==> src/rtl/spmv_pkg.sv <==
`default_nettype none
// ============================================================================
//  Module   : spmv_pkg
//  Brief    : Shared widths, FIFO entry layout and FSM state type for the
//             SpMV row accumulator.
//  Revision : 1.0  initial release
// ============================================================================
package spmv_pkg;

    localparam int VAL_W_DEF = 16;
    localparam int COL_W_DEF = 10;
    localparam int ROW_W_DEF = 10;
    localparam int ACC_W_DEF = 40;

    // Layout of one nonzero entry as stored in the upstream FIFO (MSB first).
    typedef struct packed {
        logic                        row_last;
        logic [COL_W_DEF-1:0]        col_idx;
        logic signed [VAL_W_DEF-1:0] value;
    } nz_entry_t;

    typedef enum logic [1:0] {
        IDLE = 2'd0,
        RUN  = 2'd1,
        DONE = 2'd2
    } acc_state_t;

    // Width of one FIFO entry; also used to size the FIFO DATA_WIDTH.
    function automatic int entry_width(input int col_w, input int val_w);
        return 1 + col_w + val_w;
    endfunction

endpackage
`default_nettype wire

==> src/rtl/spmv_mac.sv <==
`default_nettype none
// ============================================================================
//  Module   : spmv_mac
//  Brief    : Registered multiply-accumulate stage. Accumulates value*x per
//             row and loads the row sum into y_data on the row_last entry.
//             SPMV_ACC_SAT_EN: saturate every accumulate and add sat_flag.
//  Revision : 1.0  initial release
// ============================================================================
module spmv_mac #(
    parameter int VAL_W = 16,
    parameter int ACC_W = 40
) (
    input  logic                    clk,
    input  logic                    rst,
    input  logic                    clear,
    input  logic                    en,
    input  logic                    row_last,
    input  logic signed [VAL_W-1:0] value,
    input  logic signed [VAL_W-1:0] x_data,
    output logic [ACC_W-1:0]        y_data
`ifdef SPMV_ACC_SAT_EN
    ,
    output logic                    sat_flag
`endif
);

    logic signed [ACC_W-1:0]   acc_q, acc_d;
    logic [ACC_W-1:0]          y_data_q, y_data_d;
    logic signed [2*VAL_W-1:0] product;
    logic [ACC_W-1:0]          sum_res;

`ifdef SPMV_ACC_SAT_EN
    localparam logic [ACC_W-1:0] ACC_MAX = {1'b0, {(ACC_W-1){1'b1}}};
    localparam logic [ACC_W-1:0] ACC_MIN = {1'b1, {(ACC_W-1){1'b0}}};

    logic signed [ACC_W:0] sum_wide;
    logic                  overflow;
    logic                  sat_flag_q, sat_flag_d;

    // Full product, one guard bit on the sum, clamp when the guard disagrees.
    always_comb begin
        product  = (2*VAL_W)'(value) * (2*VAL_W)'(x_data);
        sum_wide = (ACC_W+1)'(acc_q) + (ACC_W+1)'(product);
        overflow = sum_wide[ACC_W] ^ sum_wide[ACC_W-1];
        if (overflow)
            sum_res = sum_wide[ACC_W] ? ACC_MIN : ACC_MAX;
        else
            sum_res = sum_wide[ACC_W-1:0];
    end
`else
    // Full product, two's-complement wrap at ACC_W.
    always_comb begin
        product = (2*VAL_W)'(value) * (2*VAL_W)'(x_data);
        sum_res = acc_q + ACC_W'(product);
    end
`endif

    // Accumulate non-last entries; emit and restart on the row_last entry.
    always_comb begin
        acc_d    = acc_q;
        y_data_d = y_data_q;
`ifdef SPMV_ACC_SAT_EN
        sat_flag_d = sat_flag_q;
`endif
        if (clear) begin
            acc_d = '0;
`ifdef SPMV_ACC_SAT_EN
            sat_flag_d = 1'b0;
`endif
        end else if (en) begin
            if (row_last) begin
                y_data_d = sum_res;
                acc_d    = '0;
            end else begin
                acc_d = sum_res;
            end
`ifdef SPMV_ACC_SAT_EN
            if (overflow)
                sat_flag_d = 1'b1;
`endif
        end
    end

    // Accumulator and result registers.
    always_ff @(posedge clk or posedge rst) begin
        if (rst) begin
            acc_q    <= '0;
            y_data_q <= '0;
`ifdef SPMV_ACC_SAT_EN
            sat_flag_q <= 1'b0;
`endif
        end else begin
            acc_q    <= acc_d;
            y_data_q <= y_data_d;
`ifdef SPMV_ACC_SAT_EN
            sat_flag_q <= sat_flag_d;
`endif
        end
    end

    assign y_data = y_data_q;
`ifdef SPMV_ACC_SAT_EN
    assign sat_flag = sat_flag_q;
`endif

endmodule
`default_nettype wire

==> src/rtl/spmv_row_accumulator.sv <==
`default_nettype none
// ============================================================================
//  Module   : spmv_row_accumulator
//  Brief    : Pops CSR nonzeros from the entry FIFO, fetches x[col_idx],
//             multiply-accumulates per row and emits y[row] over valid/ready.
//             Start/done FSM, one matrix pass per start.
//             Optional macro SPMV_ACC_SAT_EN: saturating accumulate, sat_flag.
//  Revision : 1.0  initial release
// ============================================================================
module spmv_row_accumulator
    import spmv_pkg::*;
#(
    parameter int VAL_W = VAL_W_DEF,
    parameter int COL_W = COL_W_DEF,
    parameter int ROW_W = ROW_W_DEF,
    parameter int ACC_W = ACC_W_DEF
) (
    input  logic                   clk,
    input  logic                   rst,
    input  logic                   start,
    input  logic [ROW_W-1:0]       num_rows,
    input  logic                   fifo_empty,
    output logic                   fifo_rd_en,
    input  logic [COL_W+VAL_W:0]   fifo_data,
    output logic                   x_rd_en,
    output logic [COL_W-1:0]       x_addr,
    input  logic [VAL_W-1:0]       x_data,
    output logic                   y_valid,
    input  logic                   y_ready,
    output logic [ACC_W-1:0]       y_data,
    output logic [ROW_W-1:0]       y_row,
    output logic                   busy,
    output logic                   done
`ifdef SPMV_ACC_SAT_EN
    ,
    output logic                   sat_flag
`endif
);

    localparam int ENTRY_W = entry_width(COL_W, VAL_W);

    acc_state_t              state_q, state_d;
    logic [ROW_W-1:0]        num_rows_q, num_rows_d;
    logic [ROW_W-1:0]        row_cnt_q, row_cnt_d;
    logic                    s1_valid_q, s1_valid_d;
    logic                    s2_valid_q, s2_valid_d;
    logic                    s2_last_q, s2_last_d;
    logic signed [VAL_W-1:0] s2_value_q, s2_value_d;
    logic                    y_valid_q, y_valid_d;
    logic [ROW_W-1:0]        y_row_q, y_row_d;

    logic [ENTRY_W-1:0]      s1_entry;
    logic                    adv;
    logic                    start_ok;
    logic                    s1_last_hit;
    logic                    s2_last_hit;
    logic [ROW_W+1:0]        pending_rows;
    logic                    exhausted;
    logic [ROW_W-1:0]        last_row;
    logic                    mac_en;

    assign s1_entry = fifo_data;

    // Pipeline advance, pop gating and the rows-already-claimed count.
    always_comb begin
        adv          = !(y_valid_q && !y_ready);
        start_ok     = start && (state_q != RUN);
        s1_last_hit  = s1_valid_q && s1_entry[COL_W+VAL_W];
        s2_last_hit  = s2_valid_q && s2_last_q;
        // Row_last entries still in flight count as finished rows so the
        // pass stops popping before touching the next pass's entries.
        pending_rows = (ROW_W+2)'(row_cnt_q) + (ROW_W+2)'(s1_last_hit)
                     + (ROW_W+2)'(s2_last_hit);
        exhausted    = pending_rows >= (ROW_W+2)'(num_rows_q);
        last_row     = num_rows_q - ROW_W'(1);
        fifo_rd_en   = (state_q == RUN) && !fifo_empty && adv && !exhausted;
        x_rd_en      = s1_valid_q && adv;
        x_addr       = s1_valid_q ? s1_entry[COL_W+VAL_W-1:VAL_W] : '0;
        mac_en       = adv && s2_valid_q;
    end

    // Next state for the FSM, pipeline valids and result handshake.
    always_comb begin
        state_d    = state_q;
        num_rows_d = num_rows_q;
        row_cnt_d  = row_cnt_q;
        s1_valid_d = s1_valid_q;
        s2_valid_d = s2_valid_q;
        s2_last_d  = s2_last_q;
        s2_value_d = s2_value_q;
        y_valid_d  = y_valid_q;
        y_row_d    = y_row_q;

        case (state_q)
            IDLE, DONE: begin
                if (start)
                    state_d = (num_rows == '0) ? DONE : RUN;
            end
            RUN: begin
                if (y_valid_q && y_ready && (y_row_q == last_row))
                    state_d = DONE;
            end
            default: state_d = IDLE;
        endcase

        if (adv) begin
            s1_valid_d = fifo_rd_en;
            s2_valid_d = s1_valid_q;
            s2_last_d  = s1_entry[COL_W+VAL_W];
            s2_value_d = s1_entry[VAL_W-1:0];
        end

        // Retire the presented result; a new one may load in the same cycle.
        if (y_valid_q && y_ready)
            y_valid_d = 1'b0;
        if (adv && s2_last_hit) begin
            y_valid_d = 1'b1;
            y_row_d   = row_cnt_q;
            row_cnt_d = row_cnt_q + ROW_W'(1);
        end

        if (start_ok) begin
            num_rows_d = num_rows;
            row_cnt_d  = '0;
            s1_valid_d = 1'b0;
            s2_valid_d = 1'b0;
            y_valid_d  = 1'b0;
        end
    end

    // State and pipeline registers.
    always_ff @(posedge clk or posedge rst) begin
        if (rst) begin
            state_q    <= IDLE;
            num_rows_q <= '0;
            row_cnt_q  <= '0;
            s1_valid_q <= 1'b0;
            s2_valid_q <= 1'b0;
            s2_last_q  <= 1'b0;
            s2_value_q <= '0;
            y_valid_q  <= 1'b0;
            y_row_q    <= '0;
        end else begin
            state_q    <= state_d;
            num_rows_q <= num_rows_d;
            row_cnt_q  <= row_cnt_d;
            s1_valid_q <= s1_valid_d;
            s2_valid_q <= s2_valid_d;
            s2_last_q  <= s2_last_d;
            s2_value_q <= s2_value_d;
            y_valid_q  <= y_valid_d;
            y_row_q    <= y_row_d;
        end
    end

    spmv_mac #(
        .VAL_W (VAL_W),
        .ACC_W (ACC_W)
    ) u_mac (
        .clk      (clk),
        .rst      (rst),
        .clear    (start_ok),
        .en       (mac_en),
        .row_last (s2_last_q),
        .value    (s2_value_q),
        .x_data   (x_data),
        .y_data   (y_data)
`ifdef SPMV_ACC_SAT_EN
        ,
        .sat_flag (sat_flag)
`endif
    );

    assign y_valid = y_valid_q;
    assign y_row   = y_row_q;
    assign busy    = (state_q == RUN);
    assign done    = (state_q == DONE);

endmodule
`default_nettype wire

==> config.mk <==
export PLATFORM = sky130hd
export DESIGN_NAME = spmv_row_accumulator
export DESIGN_NICKNAME = d
export VERILOG_FILES = /design/src/rtl/spmv_pkg.sv /design/src/rtl/spmv_mac.sv /design/src/rtl/spmv_row_accumulator.sv
export SDC_FILE = /design/constraint.sdc
export NUM_CORES = 1
export LEC_CHECK = 0
export BUFFER_PORTS_ARGS = -buffer_cell sky130_fd_sc_hd__buf_2
export CORE_MARGIN = 1.5
export CORE_UTILIZATION = 35
export DETAILED_ROUTE_END_ITERATION = 8
export GPL_TIMING_DRIVEN = 0
export PLACE_DENSITY = 0.58
export SYNTH_ARGS = -nofsm -noshare
export SYNTH_HDL_FRONTEND = slang
export SYNTH_SLANG_ARGS = --single-unit
==> constraint.sdc <==
create_clock -name clk -period 14 [get_ports clk]
set_input_delay 0 -clock clk [delete_from_list [all_inputs] [get_ports clk]]
set_output_delay 0 -clock clk [all_outputs]
set_load 0.1 [all_outputs]
**Word level (Yosys, flattened, before mapping)**

Index checks and enable logic that the tools add are counted.

- Logic and storage cells: 67
- Bits of input ports: 58
- Output and inout bits: 65
- Register bits after elaboration: 132

- Muxes and demuxes: 17
- Reduce and logical (&&, ||, !) cells: 24
- Multipliers: 1
- $lt $le $gt $ge: 1
- Equal/unequal tests: 7
- Add/sub/neg operators: 5
- Bitwise operators: 1

Operator list:

| kind | number |
|---|---|
| $mux W40 | 3 |
| $add A40 B32 Y40 | 1 |
| $mul A16 B16 Y32 | 1 |
| $mux W10 | 3 |
| $add A11 B1 Y12 | 1 |
| $ge A12 B10 Y1 | 1 |
| $logic_and A1 B1 Y1 | 12 |
| $add A10 B1 Y11 | 1 |
| $add A10 B1 Y10 const B | 1 |
| $eq A10 B10 Y1 | 1 |
| $logic_not A10 Y1 | 1 |
| $sub A10 B1 Y10 const B | 1 |
| $mux W1 | 7 |
| $mux W2 | 3 |
| $logic_not A1 Y1 | 4 |
| $ne A2 B1 Y1 const B | 2 |
| $ne A2 B2 Y1 const B | 2 |
| $pmux W2 S2 | 1 |
| $reduce_bool A2 Y1 | 2 |
| $reduce_and A3 Y1 | 1 |
| $reduce_bool A3 Y1 | 1 |
| $eq A2 B1 Y1 const B | 1 |
| $eq A2 B2 Y1 const B | 1 |
| $logic_not A2 Y1 | 1 |
| 3 further kinds | 3 |

**Depth between registers and ports, before layout**

Gate-level depths: netlist of run 1.

- Depth in word-level cells: 8
- Mapped depth: 24
- Depth with buffers taken out: 23

**Cells and area by module**

From an unflattened synthesis of run 1, not the netlist that was laid out.

- Cells, all modules: 1898
- Area, all modules: 17984.7 um2

By module, submodules not included:

| module | instances | sequential area each (um2) | area each (um2) | cells an instance |
|---|---|---|---|---|
| spmv_mac | 1 | 2001.9 | 15137.0 | 1585 |
| spmv_row_accumulator | 1 | 1301.2 | 2847.7 | 313 |

**Worst setup path before layout of run 1**

No wires, ideal clock.

- Path kind: register to register
- Start point: reg s2_value_q[10]
- End point: reg u_mac.acc_q[36]
- Stages on the path, launching flop included: 25
- Buffers on the path: 3
- Setup slack: 7.760 ns
- Required time: 13.874 ns
- Library setup time: 0.126 ns
- Period minus slack after synthesis: 6.240 ns
- Arrival: 6.114 ns
- Cells stage by stage: dfrtp_1 clkbuf_1 clkbuf_1 nand2_1 fa_1 inv_1 fa_1 inv_1 fa_1 inv_1 fa_1 fa_1 inv_1 fa_1 inv_1 ha_1 buf_6 and2_4 a221o_1 a211oi_2 a32oi_2 a41oi_4 o21bai_2 o2bb2ai_1 a221o_1

- Longest elaborated chain between the ends: 5

RTL lines:

| item | line | text |
|---|---|---|
| start, declared | spmv_row_accumulator.sv:48 | `logic signed [VAL_W-1:0] s2_value_q, s2_value_d;` |
| start signal, assigned | spmv_row_accumulator.sv:150 | `s2_value_q <= s2_value_d;` |
| $mul A16 B16 Y32 | spmv_mac.sv:53 | `product = (2*VAL_W)'(value) * (2*VAL_W)'(x_data);` |
| $add A40 B32 Y40 | spmv_mac.sv:54 | `sum_res = acc_q + ACC_W'(product);` |
| $mux W40 | spmv_mac.sv:71 | `if (row_last) begin` |
| $mux W40 | spmv_mac.sv:70 | `end else if (en) begin` |
| $mux W40 | spmv_mac.sv:65 | `if (clear) begin` |
| end signal, assigned | spmv_mac.sv:87 | `acc_q <= '0;` |
| end signal, assigned | spmv_mac.sv:93 | `acc_q <= acc_d;` |
| end, declared | spmv_mac.sv:27 | `logic signed [ACC_W-1:0] acc_q, acc_d;` |

No other way between the ends. The select of a mux whose other input is x is not followed.
A chain may end at the register's enable or synchronous reset.

**Worst setup path in the final report of run 1**

- Start point: reg s2_value_q[15]
- End point: reg u_mac.acc_q[37]

Same word-level chain as after synthesis.

==> results of run 1 <==
-- area by class of cell --
type	count	share of cell area [%]
multi-input cells	1321	63.5
flip-flops and latches	132	16.1
plain buffers	69	1.30
clock buffers	17	2.08
inverters	391	7.20
well taps	680	4.16
clock inverters	15	1.03
repair buffers	152	4.56
-- cells in the mapped netlist (all sizes together) (2+ instances only) --
master,number,area (um^2)
a21o,13,97.6
a32oi,2,25.0
a221o,2,20.0
or2,2,12.5
o211ai,5,37.5
a2111oi,2,17.5
ha,128,1600
a22o,17,150
xor2,30,263
xnor2,37,324
o2bb2ai,2,17.5
a221oi,2,17.5
o21a,5,37.5
a211o,3,26.3
a31oi,7,43.8
a211oi,8,77.6
clkbuf,64,240
mux2i,2,20.0
fa,331,6630
or3,5,31.3
o21bai,10,78.8
nand2,310,1160
mux2,10,113
nor2b,6,37.5
a21oi,39,195
and2,122,766
o31a,2,17.5
dfrtp,132,3300
nor4,3,18.8
o22ai,4,25.0
nand4,11,68.8
and3,9,58.8
inv,391,1470
nor2,63,236
nor3,7,35.0
o31ai,5,51.3
or4,3,22.5
o21ai,74,374
nand3,15,75.1
nand2b,14,87.6
buf,5,26.3
-- layout by cell type, fill, tap and decap left out, types with 6 or more instances in the layout --
master           n
mux2_2          10
nor2b_1          6
xor2_1          30
fa_1           330
a211oi_1         6
ha_1           128
o21ai_1         22
xnor2_1         37
inv_1          390
nor3_1           7
dlygate4sd3_1   30
a22o_1          16
o21ai_0         51
o21bai_1         9
a31oi_1          7
clkbuf_16       17
buf_2          121
and2_1         121
dfrtp_1        132
a21oi_1         39
nand2b_1        14
nor2_1          63
a21o_1          13
clkbuf_1        64
nand3_1         15
nand4_1         11
nand2_1        310
and3_1           7
-- per-stage QoR --
step                      instances  hold WS [ps]
final                          2777           119
after global routing           2777           138
after CTS                      2777          82.1
after detailed placement       2715           120
after global placement         2714           205
after floorplan                1913           113
-- per-layer routing --
metal,up-vias,global-route usage (%),wire [um]
met1,6652,28.7,23200
li1,6206,-,-
met4,0,5.70,1070
met5,-,0,0
met2,343,31.0,22700
met3,57,3.17,2690
-- flip-flops by register name, indices dropped and copies added (netlist names) --
signal        cells
u_mac.y_data     40
s1_valid_q        1
s2_value_q       16
s2_valid_q        1
num_rows_q       10
row_cnt_q        10
state_q           2
s2_last_q         1
y_valid           1
y_row            10
u_mac.acc_q      40
-- cells by family (layout without fill, tap and decap cells) --
| group | after synthesis | count (layout) | synth area share [%] |
|---|---|---|---|
| mux | 12 | 12 | 0.735 |
| buf+inv | 460 | 644 | 9.61 |
| flops | 132 | 132 | 18.3 |
| simple gates | 573 | 573 | 14.6 |
| compound gates | 210 | 210 | 7.84 |
| xor+xnor | 67 | 67 | 3.25 |
| fa+ha+maj | 459 | 459 | 45.6 |
-- final timing paths --
check | startpoint | endpoint | slack (ps) | depth (start not counted)
worst max-delay path | s2_value_q[15]$_DFFE_PP0N_ | u_mac.acc_q[37]$_DFFE_PP0P_ | 6520 | 22
min in group asynchronous | rst | u_mac.y_data[37]$_DFFE_PP0P_ | 160 | 3
max in group asynchronous | rst | s2_value_q[13]$_DFFE_PP0N_ | 13020 | 4
worst max register to register | s2_value_q[15]$_DFFE_PP0N_ | u_mac.acc_q[37]$_DFFE_PP0P_ | 6520 | 22
worst min register to register | u_mac.y_data[2]$_DFFE_PP0P_ | u_mac.y_data[2]$_DFFE_PP0P_ | 480 | 2
worst min-delay path | y_ready | state_q[1]$_DFFE_PP0P_ | 120 | 6
-- worst reg2reg max path, cell delays in order (launching register included) --
cell      delay (ps)
dfrtp_1          330
clkbuf_1         420
clkbuf_1         490
nand2_1          220
fa_1             550
fa_1             640
inv_1            200
fa_1             630
inv_1            170
fa_1             510
inv_1             50
fa_1             470
inv_1             50
fa_1             470
inv_1             40
ha_1             360
nand2_1          110
nor2_1           290
nand2_1          150
o31ai_4          470
a211oi_1         180
nor3b_1          440
o21ai_1          140
==> flow_summary.toml, run 1 <==
[floorplanning]
rows = 83
core_region_area_um2 = 51100
start_util_pct = 35.3
fp.dieH_um = 230
io_pins = 123
die_area_um2 = 52900
die_x_um = 230

[placement]
pre_cts_ws_ps = 6510
place_area_um2 = 19500
portBuffers = 121
place.gp.congestion = 0.942
dpl.hpwl_mm = 41.8

[cells_and_area]
nets = 2601
n_fill_cell = 5181
areaGrowthSynthToFinish_pct = 13.5
antennaDiodeCount = 0
post-route-util_pct = 40.1
final_area_um2 = 20500
multi_input_area_um2 = 13000
drive_above_1_share_pct = 8.77
seq_area_um2 = 3300

[grt]
grt-ovfl-total = 0
grt_pass1_wl_mm = 80.8
grt_util_all_layers_pct = 19.9
grt_pass1_vias = 14200
antenna_found_initial = 0
grt_start_max_net_pins = 77

[job]
maxCapViolCount = 0

[critical_path]
critPathLaunchType = "flop"
critPathMostFrequentCell = "fa_1"
critical_path_buf_inv_count = 7
crit_type = "reg -> reg"
cpPeakStageDelay_ps = 640
crit_family = "adder cells"
worstSetupEndpointType = "flop"
arrival_ps = 7820
crit_slowest_cell = "fa_1"
cp_data_required_time_ps = 14340
path_cells = "clkbuf_1 > clkbuf_1 > nand2_1 > fa_1 > fa_1 > inv_1 > fa_1 > inv_1 > fa_1 > inv_1 > fa_1 > inv_1 > fa_1 > inv_1 > ha_1 > nand2_1 > nor2_1 > nand2_1 > o31ai_4 > a211oi_1 > nor3b_1 > o21ai_1"
path_max_fanout = 10

[synth]
syn_avg_cell_area_um2 = 9.43
ys_async_sr_fraction_pct = 100
ys_ff_latch = 132
ys.flop_type = "dfrtp_1"
ys_warn_count = 0
syn_inst = 1913
synth_fp_nets = 2430
synth_area_um2 = 18000
ys_seq_area_share_pct = 18.3
synth_enable_flop_cells = 0
synth.distinct_cells = 63

[clock_tree]
cts_made_buffers = 17
clkLatencyLatePin_ps = 480
cts_resized = 0
cts_tree = "yes"
htreeDepth = 4
cts_sinks = 132
ctsHoldBuffers = 30
cts.reportedPaths.clkPinSlew_ps = 70
post_cts_buffers = 0
clockBufferDepth = 2
cts_root_buf = "clkbuf_16"

[timing]
worstMarginPinSlew_ps = 921
relSlewSlack_pct = 38.5
setup_tns_ps = 0
slew_viol_final = 0
skew_ps = 12.4
hold_violations = 0
layout_min_cycle_time_ps = 7480
rsz0062_at_grt = "no"
fmax_mhz = 134
finalSetupViolations = 0
timing.final.ws_setup_ps = 6520
fin_crit_sh_pct = 53.4

[drt]
vias = 13300
finalWirelength_mm = 49.7
drtIter0Drc = 767
firstDrtPassIters = 5
drc = 0
drtAntennaViolNets = 0
viasPerCell = 4.77
post_drt_wl_per_cell_um = 17.9

[worst_hold_path]
hp-class = "in -> reg"

[outcome]
status = "completed"
Power of run 1 is left out: the tool's default activity adds up to more than one toggle a clock period on the data nets, which glitch-free logic cannot reach.
==> run 2: changes to the inputs <==
ABC_AREA = 1   (was default)
PLACE_DENSITY = 0.6   (was 0.58)
clock period = 6.2 ns   (was 14 ns; I/O delays follow)
==> run 2 against run 1 <==
Effect of this change:
- setup slack got worse by 6300 ps
- worst hold slack improved by 50 ps
- clock-buffer cell count grew 4
- cell count grew 23%
- clock skew up 7.4 ps
- wire length grew 11%
- flip-flop and latch count is the same
- critical endpoint is now u_mac.y_data[32]$_DFFE_PP0P_
- largest cell class unchanged
==> flow_summary.toml, run 2 <==
[synth]
synth.distinct_cells = 39
ys_async_sr_fraction_pct = 100
ys_warn_count = 0
synth_area_um2 = 19400
synth_enable_flop_cells = 0
synth_fp_nets = 3030
syn_inst = 2513
synth_largest_area_cell = "fa_1"
ys_seq_area_share_pct = 17.0
ys.flop_type = "dfrtp_1"
syn_avg_cell_area_um2 = 7.74
synth_top_area_share_pct = 34.1
synth_most_common_cell = "nand2_1"
ys_ff_latch = 132
synthTopCellsByCount = "nand2_1 (749), inv_1 (656), fa_1 (331)"
synthTopCellsByArea = "fa_1 (34%), dfrtp_1 (17%), nand2_1 (14%)"

[critical_path]
arrival_ps = 6360
crit_start = "s2_value_q[14]$_DFFE_PP0N_"
path_max_fanout = 10
critPathLaunchType = "flop"
crit_slowest_cell = "fa_1"
r2r-start = "s2_value_q[14]$_DFFE_PP0N_"
r2r-end = "u_mac.y_data[32]$_DFFE_PP0P_"
cp_data_required_time_ps = 6550
r2r_setup_slack_ps = 190
critPathMostFrequentCell = "nand2_1"
worstSetupEndpointType = "flop"
crit_path_end = "u_mac.y_data[32]$_DFFE_PP0P_"
crit_type = "reg -> reg"
r2r_cells = 25
cpPeakStageDelay_ps = 560

[cells_and_area]
layout_common_cells = "nand2_1 (739), inv_1 (650), fa_1 (325)"
layout_commonest_cell = "nand2_1"
areaGrowthSynthToFinish_pct = 15.0
nets = 3181
antennaDiodeCount = 0
final_area_um2 = 22400
drive_above_1_share_pct = 10.7
post-route-util_pct = 40.7

[grt]
grt_start_max_net_pins = 76
antenna_found_initial = 0
grt_pass1_vias = 16400
grt_pass1_wl_mm = 90.3
grt-ovfl-total = 0
grt_util_all_layers_pct = 20.8

[timing]
fmax_mhz = 166
layout_min_cycle_time_ps = 6010
rsz0062_at_grt = "yes"
finalSetupViolations = 0
fin_crit_sh_pct = 96.9
skew_ps = 19.8
hold_violations = 0
relSlewSlack_pct = 36.6
timing.final.ws_setup_ps = 194
worstMarginPinSlew_ps = 950
slew_viol_final = 0

[clock_tree]
clockBufferDepth = 2
cts_tree = "yes"
cts_root_buf = "clkbuf_16"
cts.reportedPaths.clkPinSlew_ps = 70
clkLatencyLatePin_ps = 480
htreeDepth = 4
cts_sinks = 132
cts_made_buffers = 17

[drt]
firstDrtPassIters = 7
post_drt_wl_per_cell_um = 16.1
finalWirelength_mm = 55.1
viasPerCell = 4.54
drtIter0Drc = 837
vias = 15500
drc = 0
drtAntennaViolNets = 0

[floorplanning]
fp.dieH_um = 239
die_area_um2 = 57000
core_region_area_um2 = 55000
io_pins = 123
start_util_pct = 35.4
rows = 86
die_x_um = 239

[placement]
place.gp.congestion = 0.967
portBuffers = 107
dpl.hpwl_mm = 47.2
place_area_um2 = 20900
pre_cts_ws_ps = -807

[outcome]
status = "completed"

[worst_hold_path]
hp-class = "in -> async"

[job]
maxCapViolCount = 0
[run 2: changes by cell type after synthesis, sizes merged, moves of 22 or more]
cell / delta
nand2: +441
inv: +271
and2: -122
nand3: +85
nor2: +50
xnor2: -22
[run 2: worst max-delay path: cells and delay by family (launching register included)]
kind | cells | cell delay, ps
DFF | 1 | 500
and+or+nand+nor | 11 | 1340
adders and majority gates | 7 | 3480
buffers and inverters | 7 | 510
[run 2: worst min-delay path by stage]
stage / start / endpoint / slack (ps) / cells after the start
2_1_floorplan: fifo_data[26] / s2_last_q$_DFFE_PP0N_ / 120 / 2
3_3_place_gp: fifo_data[1] / s2_value_q[1]$_DFFE_PP0N_ / 210 / 3
3_5_place_dp: rst / u_mac.y_data[1]$_DFFE_PP0P_ / 120 / 2
4_1_cts: rst / u_mac.y_data[1]$_DFFE_PP0P_ / 160 / 3
5_1_grt: rst / u_mac.y_data[1]$_DFFE_PP0P_ / 210 / 3
6_report: rst / u_mac.y_data[1]$_DFFE_PP0P_ / 170 / 3
[run 2: stage by stage]
stage | std cells | hold WS (ps) | setup TNS (ps)
2_1_floorplan | 2513 | 117 | 0
3_3_place_gp | 3368 | 206 | -21000
4_1_cts | 3422 | 160 | 0
6_report | 3425 | 169 | 0
3_5_place_dp | 3369 | 124 | -21230
5_1_grt | 3425 | 210 | -107
[run 2: final cells by class]
cell class / instances / area (um^2)
Multi-Input combinational cell: 1629 / 13700
Fill cell: 5645 / 32600
Inverter: 663 / 2500
Buffer: 67 / 318
Clock inverter: 11 / 151
Sequential cell: 132 / 3330
Clock buffer: 21 / 470
Timing Repair Buffer: 154 / 983
Tap cell: 748 / 936
[run 2: kinds of logic (layout without fill, tap and decap cells)]
group	Yosys count	after routing	share of synthesized area, %
AO/OA/AOI/OAI	122	122	3.35
XOR/XNOR	29	29	1.38
adder cells (fa/ha/maj)	459	459	42.3
buffers and inverters	752	916	14.7
flip-flops	132	132	17.0
AND/OR/NAND/NOR	1019	1019	21.3
[run 2: metal layers]
| metal | vias to the layer above | share of wire [%] | GRT usage [%] |
|---|---|---|---|
| met5 | - | 0 | 0 |
| met4 | 0 | 2.4 | 6.29 |
| met3 | 70 | 5.4 | 4.04 |
| met2 | 370 | 48 | 35.1 |
| met1 | 7525 | 44 | 27.1 |
| li1 | 7571 | - | - |
[run 2: what timing repair did]
item	4_1_cts	5_1_grt
resized for setup	48	94
hold endpoints to repair	90	0
setup endpoints to repair	56	50
hold buffers	30	0
pin swaps	5	16
buffers inserted	6	10
Power of run 2 is left out for the same reason.
==> run 3: changes to the inputs <==
BUFFER_PORTS_ARGS = default   (was -buffer_cell sky130_fd_sc_hd__buf_2)
DONT_BUFFER_PORTS = 1   (was default)
PLACE_DENSITY = 0.58   (was 0.6)
RECOVER_POWER = 50   (was default)
==> run 3 against run 2 <==
Effect of this change:
- the run now ends with max-capacitance violations, max-slew violations left
- die area unchanged
- clock skew is 5.0 ps higher
- fmax about the same
- register-to-register slack about the same
- core utilization decreased by 0.91 points
- setup slack hardly changed
- critical path type unchanged
- highest routed layer unchanged
==> flow_summary.toml, run 3 (same netlist as run 2, synthesis figures left out) <==
[grt]
grt_pass1_vias = 16500
grt_pass1_wl_mm = 93.5
grt_start_max_net_pins = 78
antenna_found_initial = 1
grt-ovfl-total = 0
grt_util_all_layers_pct = 21.6

[critical_path]
arrival_ps = 6370
critPathLaunchType = "flop"
crit_path_end = "u_mac.y_data[39]$_DFFE_PP0P_"
r2r_setup_slack_ps = 190
r2r-start = "s2_value_q[15]$_DFFE_PP0N_"
r2r_cells = 25
crit_start = "s2_value_q[15]$_DFFE_PP0N_"
cp_data_required_time_ps = 6570
r2r-end = "u_mac.y_data[39]$_DFFE_PP0P_"
path_max_fanout = 10
worstSetupEndpointType = "flop"
crit_type = "reg -> reg"

[floorplanning]
fp.dieH_um = 239
die_area_um2 = 57000
rows = 86
die_x_um = 239
io_pins = 123
core_region_area_um2 = 55000
start_util_pct = 35.4

[timing]
fmax_mhz = 166
skew_ps = 24.8
slew_viol_final = 77
rsz0062_at_grt = "yes"
worstMarginPinSlew_ps = 4000
hold_violations = 0
finalSetupViolations = 0
relSlewSlack_pct = -168
fin_crit_sh_pct = 96.9
layout_min_cycle_time_ps = 6010

[drt]
drtAntennaViolNets = 0
firstDrtPassIters = 5
post_drt_wl_per_cell_um = 17.1
drc = 0
vias = 15600
drtIter0Drc = 967
finalWirelength_mm = 56.7
viasPerCell = 4.69

[clock_tree]
cts.reportedPaths.clkPinSlew_ps = 80
clkLatencyLatePin_ps = 480
cts_tree = "yes"
cts_made_buffers = 17
cts_root_buf = "clkbuf_16"
htreeDepth = 4
clockBufferDepth = 2
cts_sinks = 132

[cells_and_area]
n_fill_cell = 5696
post-route-util_pct = 39.7
drive_above_1_share_pct = 7.72
areaGrowthSynthToFinish_pct = 12.4
nets = 3082
final_area_um2 = 21900
multi_input_area_um2 = 13700
layout_commonest_cell = "nand2_1"
layout_common_cells = "nand2_1 (734), inv_1 (649), fa_1 (325)"
antennaDiodeCount = 0
seq_area_um2 = 3320
layout.cells.non_filler = 3326

[placement]
place_area_um2 = 20400
dpl.hpwl_mm = 48.7
place.gp.congestion = 0.944
portBuffers = 0
placedCellCount = 3262

[job]
maxCapViolCount = 1

[outcome]
violations = "max-capacitance violations, max-slew violations"
status = "finished, violations left"

[worst_hold_path]
hp-class = "in -> reg"
==> run 3: cell types whose count changed in the layout (fill, tap and decap cells not counted), moves of 3 or more <==
cell,delta
clkinv_4,-4
inv_6,+4
inv_8,+4
dfrtp_4,-3
dfrtp_2,+4
ha_2,+3
buf_4,+5
ha_1,-4
clkbuf_4,+3
nand2_1,-5
bufinv_16,-3
nand2_2,+5
buf_2,-108
==> run 3: per-stage QoR <==
step           TNS [ps]  hold WS [ps]  setup slack [ps]
5_1_grt           -48.7           190             -24.4
6_report              0           184               194
2_1_floorplan         0           117               428
3_5_place_dp     -24510          73.1              -874
4_1_cts               0           154              1.21
3_3_place_gp     -22320           122              -757
==> run 3: layer usage <==
layer | GRT usage [%] | vias up | routed length (um)
met3 | 3.65 | 95 | 2950
met1 | 28.6 | 7721 | 25000
li1 | - | 7392 | -
met2 | 35.4 | 390 | 26900
met5 | 0 | - | 0
met4 | 8.07 | 0 | 1830
==> run 3: how the worst min path moves through the flow <==
| stage | end | cells after the start | slack [ps] | start |
|---|---|---|---|---|
| 2_1_floorplan | s2_last_q$_DFFE_PP0N_ | 2 | 120 | fifo_data[26] |
| 3_3_place_gp | s2_value_q[1]$_DFFE_PP0N_ | 2 | 120 | fifo_data[1] |
| 3_5_place_dp | num_rows_q[1]$_DFFE_PP0P_ | 1 | 70 | rst |
| 4_1_cts | s2_value_q[13]$_DFFE_PP0N_ | 3 | 150 | fifo_data[13] |
| 5_1_grt | s2_value_q[2]$_DFFE_PP0N_ | 3 | 190 | fifo_data[2] |
| 6_report | s2_value_q[13]$_DFFE_PP0N_ | 3 | 180 | fifo_data[13] |
==> run 3: cell type report <==
| type | count | area share, % |
|---|---|---|
| Multi-Input combinational cell | 1629 | 62.6 |
| Timing Repair Buffer | 54 | 2.31 |
| Inverter | 663 | 11.4 |
| Clock buffer | 17 | 1.95 |
| Tap cell | 748 | 4.28 |
| Sequential cell | 132 | 15.2 |
| Buffer | 68 | 1.52 |
| Clock inverter | 15 | 0.635 |
==> run 3: critical path, cell delays in order, from the launching register on <==
cell	delay, ps
dfrtp_1	360
clkbuf_4	180
clkbuf_8	180
nand2_1	70
inv_1	60
fa_2	570
inv_1	60
fa_2	590
clkinvlp_4	120
fa_2	590
fa_2	500
buf_4	180
fa_1	470
inv_1	50
fa_1	470
inv_1	60
ha_4	310
nand2_1	110
nor3_4	230
nand2_2	110
nor2_4	140
nand3_2	130
nand3_1	110
nand2_1	70
nand3_1	100
nand2_1	50
==> run 3: timing repair <==
| action | in CTS | in global routing |
|---|---|---|
| pin swaps | 9 | 14 |
| hold endpoints to repair | 120 | 0 |
| hold buffers | 32 | 0 |
| gates resized for setup | 57 | 89 |
| buffers inserted | 10 | 11 |
| endpoints found under the setup margin | 56 | 48 |
Power of run 3 is left out for the same reason.
